File: config.mk
export PLATFORM = sky130hd
export DESIGN_NAME = load_store_unit
export DESIGN_NICKNAME = d
export VERILOG_FILES = /design/src/rtl/load_store_unit.sv
export SDC_FILE = /design/constraint.sdc
export NUM_CORES = 1
export LEC_CHECK = 0
export CELL_PAD_IN_SITES_DETAIL_PLACEMENT = 1
export CELL_PAD_IN_SITES_GLOBAL_PLACEMENT = 1
export CORE_UTILIZATION = 46
export DETAILED_ROUTE_END_ITERATION = 8
export DONT_BUFFER_PORTS = 1
export PLACE_DENSITY = 0.8
export RECOVER_POWER = 100
export SLEW_MARGIN = 20
export SYNTH_ARGS = -nofsm -noshare
export SYNTH_HDL_FRONTEND = slang
export SYNTH_SLANG_ARGS = --single-unit
File: constraint.sdc
create_clock -name clk -period 4.5 [get_ports clk]
set_input_delay 0.9 -clock clk [delete_from_list [all_inputs] [get_ports clk]]
set_output_delay 0.9 -clock clk [all_outputs]
set_load 0.01 [all_outputs]
File: src/rtl/load_store_unit.sv
// Load/store unit: one outstanding bus access with byte-lane steering, load extension and a timeout.
// Build option LSU_MISALIGN_TRAP_EN: misaligned half/word accesses finish at once with err instead of going to the bus.
module load_store_unit #(
   parameter int unsigned TIMEOUT = 16
) (
   input  logic        clk,
   input  logic        rst,
   input  logic        load_en,
   input  logic [2:0]  mem_read,
   input  logic [1:0]  mem_write,
   input  logic [31:0] addr,
   input  logic [31:0] wdata,
   output logic [31:0] rdata,
   output logic        stall,
   output logic        err,
   output logic        bus_req,
   output logic        bus_we,
   output logic [31:0] bus_addr,
   output logic [31:0] bus_wdata,
   output logic [3:0]  bus_be,
   input  logic        bus_ack,
   input  logic [31:0] bus_rdata
);
   typedef enum logic [1:0] {IDLE, BUSY, DONE} state_t;
   typedef enum logic [1:0] {SZ_B, SZ_H, SZ_W} size_t;

   localparam logic [7:0] LAST = 8'(TIMEOUT - 1);

   state_t     state;
   logic [7:0] cnt;
   size_t      ld_size;
   logic       ld_signed;
   logic       ld_pend;
   logic [1:0] ld_off;

   logic       is_store;
   logic       is_load;
   logic       access;
   logic       sgn;
   logic       trap;
   size_t      size;
   logic [1:0] off;

   function automatic logic [3:0] lane_mask(input size_t sz, input logic [1:0] o);
      case (sz)
         SZ_B:    lane_mask = 4'b0001 << o;
         SZ_H:    lane_mask = 4'b0011 << o;
         default: lane_mask = 4'b1111;
      endcase
   endfunction

   function automatic logic [31:0] replicate(input size_t sz, input logic [31:0] d);
      case (sz)
         SZ_B:    replicate = {4{d[7:0]}};
         SZ_H:    replicate = {2{d[15:0]}};
         default: replicate = d;
      endcase
   endfunction

   function automatic logic [31:0] extract(input size_t sz, input logic s, input logic [1:0] o,
                                           input logic [31:0] d);
      logic [31:0] lane;
      lane = d >> {o, 3'b000};
      case (sz)
         SZ_B:    extract = {{24{s & lane[7]}}, lane[7:0]};
         SZ_H:    extract = {{16{s & lane[15]}}, lane[15:0]};
         default: extract = d;
      endcase
   endfunction

   // A store wins over a simultaneous load.
   always_comb begin
      is_store = (mem_write != 2'b00);
      is_load  = load_en && !is_store;
      access   = is_store || is_load;
      size     = SZ_W;
      sgn      = 1'b0;
      if (is_store) begin
         case (mem_write)
            2'b01:   size = SZ_B;
            2'b10:   size = SZ_H;
            default: size = SZ_W;
         endcase
      end else begin
         case (mem_read)
            3'b001:  begin size = SZ_B; sgn = 1'b1; end
            3'b010:  begin size = SZ_H; sgn = 1'b1; end
            3'b011:  size = SZ_B;
            3'b100:  size = SZ_H;
            default: size = SZ_W;
         endcase
      end
      case (size)
         SZ_B:    off = addr[1:0];
         SZ_H:    off = {addr[1], 1'b0};
         default: off = 2'b00;
      endcase
   end

`ifdef LSU_MISALIGN_TRAP_EN
   assign trap = ((size == SZ_H) && addr[0]) || ((size == SZ_W) && (addr[1:0] != 2'b00));
`else
   assign trap = 1'b0;
`endif

   assign stall = !rst && ((state == BUSY) || ((state == IDLE) && access));

   always_ff @(posedge clk or posedge rst) begin
      if (rst) begin
         state     <= IDLE;
         cnt       <= '0;
         bus_req   <= 1'b0;
         bus_we    <= 1'b0;
         bus_be    <= '0;
         bus_addr  <= '0;
         bus_wdata <= '0;
         rdata     <= '0;
         err       <= 1'b0;
         ld_size   <= SZ_W;
         ld_signed <= 1'b0;
         ld_pend   <= 1'b0;
         ld_off    <= '0;
      end else begin
         rdata <= '0;
         err   <= 1'b0;
         case (state)
            IDLE: begin
               if (access && trap) begin
                  err   <= 1'b1;
                  state <= DONE;
               end else if (access) begin
                  cnt       <= '0;
                  bus_req   <= 1'b1;
                  bus_we    <= is_store;
                  bus_addr  <= {addr[31:2], 2'b00};
                  bus_be    <= lane_mask(size, off);
                  bus_wdata <= replicate(size, wdata);
                  ld_pend   <= is_load;
                  ld_size   <= size;
                  ld_signed <= sgn;
                  ld_off    <= off;
                  state     <= BUSY;
               end
            end
            BUSY: begin
               if (bus_ack) begin
                  bus_req <= 1'b0;
                  bus_we  <= 1'b0;
                  state   <= DONE;
                  if (ld_pend)
                     rdata <= extract(ld_size, ld_signed, ld_off, bus_rdata);
               end else if (cnt == LAST) begin
                  bus_req <= 1'b0;
                  bus_we  <= 1'b0;
                  err     <= 1'b1;
                  state   <= DONE;
               end else begin
                  cnt <= cnt + 8'd1;
               end
            end
            DONE: begin
               ld_pend <= 1'b0;
               state   <= IDLE;
            end
            default: state <= IDLE;
         endcase
      end
   end
endmodule

==> results.sh <==
export IMPL_grtUsageMet2_pct=39.0
export IMPL_postCtsResizedCells=0
export IMPL_rrSetupSlack_ns=1.88
export IMPL_fin_setup_tns_ns=0
export IMPL_synth_edf_count=0
export IMPL_violations="capacitance limit, slew limit"
export IMPL_die_h_um=110
export IMPL_clk_pin_slew_ns=0.05
export IMPL_rsz0062_at_grt="false"
export IMPL_path_cells="inv_1, ha_1, inv_1, o21ai_4, clkbuf_2, o21ai_0"
export IMPL_area_growth_pct=10.6
export IMPL_grt_pass1_wl_um=21500
export IMPL_grt_use_total_pct=24.2
export IMPL_syn_avg_cell_area_um2=9.30
export IMPL_ios=209
export IMPL_cts_hold_buf=0
export IMPL_cp_top_family="buffers and inverters"
export IMPL_grt_max_degree=74
export IMPL_hold_end="cnt[0]$_DFFE_PP0P_"
export IMPL_first_iter_violations=244
export IMPL_grt_use_met3_pct=9.07
export IMPL_maxSlewHeadroom_pct=-46.8
export IMPL_num_antenna_cells=0
export IMPL_drive_gt1_share_pct=7.85
export IMPL_worstPathBufferInverterCount=3
export IMPL_cp_depth=6
export IMPL_min_period_over_period_pct=68.8
export IMPL_period_minus_slack_ns=3.10
export IMPL_synth_ff_type="dfrtp_1"
export IMPL_grt_pass1_vias=4214
export IMPL_worst_path_most_repeated_cell="inv_1"
export IMPL_chipWidth_um=110
export IMPL_ys_warn_count=0
export IMPL_vias_per_cell=5.69
export IMPL_yosys_area_top_type="dfrtp_1"
export IMPL_r2r_end="bus_be[1]$_DFFE_PP0P_"
export IMPL_fin_area_um2=5930
export IMPL_rows=39
export IMPL_wirelength_um=14400
export IMPL_ys_async_sr_fraction_pct=100
export IMPL_io_buffers=0
export IMPL_ys_ff_latch=117
export IMPL_syn_inst=576
export IMPL_slew_violations=50
export IMPL_hold_path_depth=1
export IMPL_p_leak_nw=2.90
export IMPL_cp_start_kind="primary input"
export IMPL_cts_max_level=4
export IMPL_vias=4071
export IMPL_fin_nets=669
export IMPL_cp_end_kind="flop"
export IMPL_status="finished, violations left"
export IMPL_finClkSkew_ns=0.00751
export IMPL_post_route_util_pct=52.1
export IMPL_crit_slowest_cell="clkbuf_2"
export IMPL_cpPeakStageDelay_ns=1.03
export IMPL_synth_area_leaders="dfrtp_1 (54%), nand2_1 (13%), mux2i_1 (5.0%)"
export IMPL_cts_tree="built"
export IMPL_grt_busiest_layer="met2"
export IMPL_grtUsageMet1_pct=28.3
export IMPL_ant_nets=0
export IMPL_design_die_area_um2=12100
export IMPL_hpwl_um=9900
export IMPL_firstDrtPassIters=4
export IMPL_netlist_area_leader_share_pct=54.2
export IMPL_ctsLongestPathBuffers=2
export IMPL_crit_type="in2reg"
export IMPL_drt_wirelength_per_cell_um=20.0
export IMPL_p_per_area_nw_per_um2=719
export IMPL_initial_utilization_pct=47.1
export IMPL_n_fill_cell=1271
export IMPL_synth_cell_types=51
export IMPL_hp_class="reg2reg"
export IMPL_required_ns=4.72
export IMPL_synthMostInstantiatedCell="nand2_1"
export IMPL_gp_congestion=0.794
export IMPL_clock_sinks=117
export IMPL_max_freq_mhz=323
export IMPL_worstReg2RegStart="state[1]$_DFFE_PP0P_"
export IMPL_path_max_fanout=73
export IMPL_ff2ff_path_depth=4
export IMPL_hp_start="cnt[0]$_DFFE_PP0P_"
export IMPL_post_cts_setup_buffers=0
export IMPL_whs_ns=0.537
export IMPL_hold_viol_final=0
export IMPL_drc=0
export IMPL_setup_violations=0
export IMPL_cts_buffers_inserted=17
export IMPL_insertion_delay_ns=0.42
export IMPL_tightest_slew_ns=2.19
export IMPL_grt_overflow_total=0
export IMPL_arrival_ns=3.32
export IMPL_dpl_cell_area_um2=5410
export IMPL_yosysSeqAreaShare_pct=54.7
export IMPL_drv_cap=1
export IMPL_antenna_found_initial=0
export IMPL_syn_area_um2=5360
export IMPL_vdd_drop_max_mv=0.479
export IMPL_root_buffer="clkbuf_16"
export IMPL_core_area_um2=11400
export IMPL_synthTopCellsByCount="nand2_1 (183), dfrtp_1 (116), nor2_1 (38)"
## how the worst max path moves through the flow
stage                                endpoint            startpoint  slack (ns)
detailed placement      bus_be[1]$_DFFE_PP0P_          mem_write[0]        1.47
finish              bus_wdata[23]$_DFFE_PP0P_          mem_write[0]        1.40
CTS                                     stall  state[1]$_DFFE_PP0P_        1.86
global route            bus_be[1]$_DFFE_PP0P_          mem_write[0]        1.08
global placement        bus_be[1]$_DFFE_PP0P_          mem_write[0]        1.67
floorplan            bus_addr[10]$_DFFE_PP0P_                   rst        0.50
## through the flow
stage                     cells  power (mW)  worst slack, ns
after floorplan             577        2.73            0.501
after global placement      684        2.95             1.67
after detailed placement    684        3.04             1.47
after CTS                   715        4.33             1.86
after global routing        716        4.54             1.08
final                       716        4.26             1.40
## metal layers
layer / up-vias / wire length [µm]
met5: - / 0
met4: 0 / 356
met3: 28 / 1190
met2: 153 / 7160
met1: 1993 / 5650
li1: 1897 / -
## power breakdown
group | switching [mW] | leakage, nW | internal (mW)
Sequential | 0.521 | 1.49 | 1.43
Clock | 0.451 | 0.271 | 0.810
Combinational | 0.670 | 1.14 | 0.385
Total | 1.64 | 2.90 | 2.62
## layout by cell type (no fill, tap or decap), types with 3 or more instances in the layout
master	instances
mux2i_1	27
xnor2_1	4
nand2_1	183
clkbuf_1	7
dfrtp_1	116
inv_1	8
clkbuf_16	17
a221oi_1	8
clkinv_2	3
nand3_1	11
a21o_1	7
ha_1	3
clkbuf_8	4
nor2_1	38
nor3_1	6
o21ai_0	34
o22ai_1	8
o221a_2	7
nand2b_1	6
o211ai_1	5
and2_1	8
a21oi_1	21
## cell type report
cell class | count | area [µm²] | area share [%]
clock buffers | 27 | 503 | 8.48
clock inverters | 4 | 45.0 | 0.760
inverters | 9 | 35.0 | 0.591
multi-input cells | 411 | 2210 | 37.3
flip-flops and latches | 117 | 2930 | 49.4
well taps | 143 | 179 | 3.02
repair buffers | 5 | 28.8 | 0.485
## cells by family after synthesis
group,Yosys count,synth area share (%)
XOR/XNOR,5,0.817
AO/OA/AOI/OAI,103,12.8
multiplexers,28,5.25
AND/OR/NAND/NOR,270,21.4
other,1,0.0700
buffers and inverters,49,4.32
flip-flops,117,54.7
adder cells (fa/ha/maj),3,0.701
## registers in the layout (all words and copies together), names as in the netlist
signal	flops
rdata	32
err	1
bus_req	1
bus_addr	30
cnt	8
ld_pend	1
ld_size	2
state	2
bus_we	1
ld_signed	1
ld_off	2
bus_be	4
bus_wdata	32
Power figures use the tool's default switching activity.
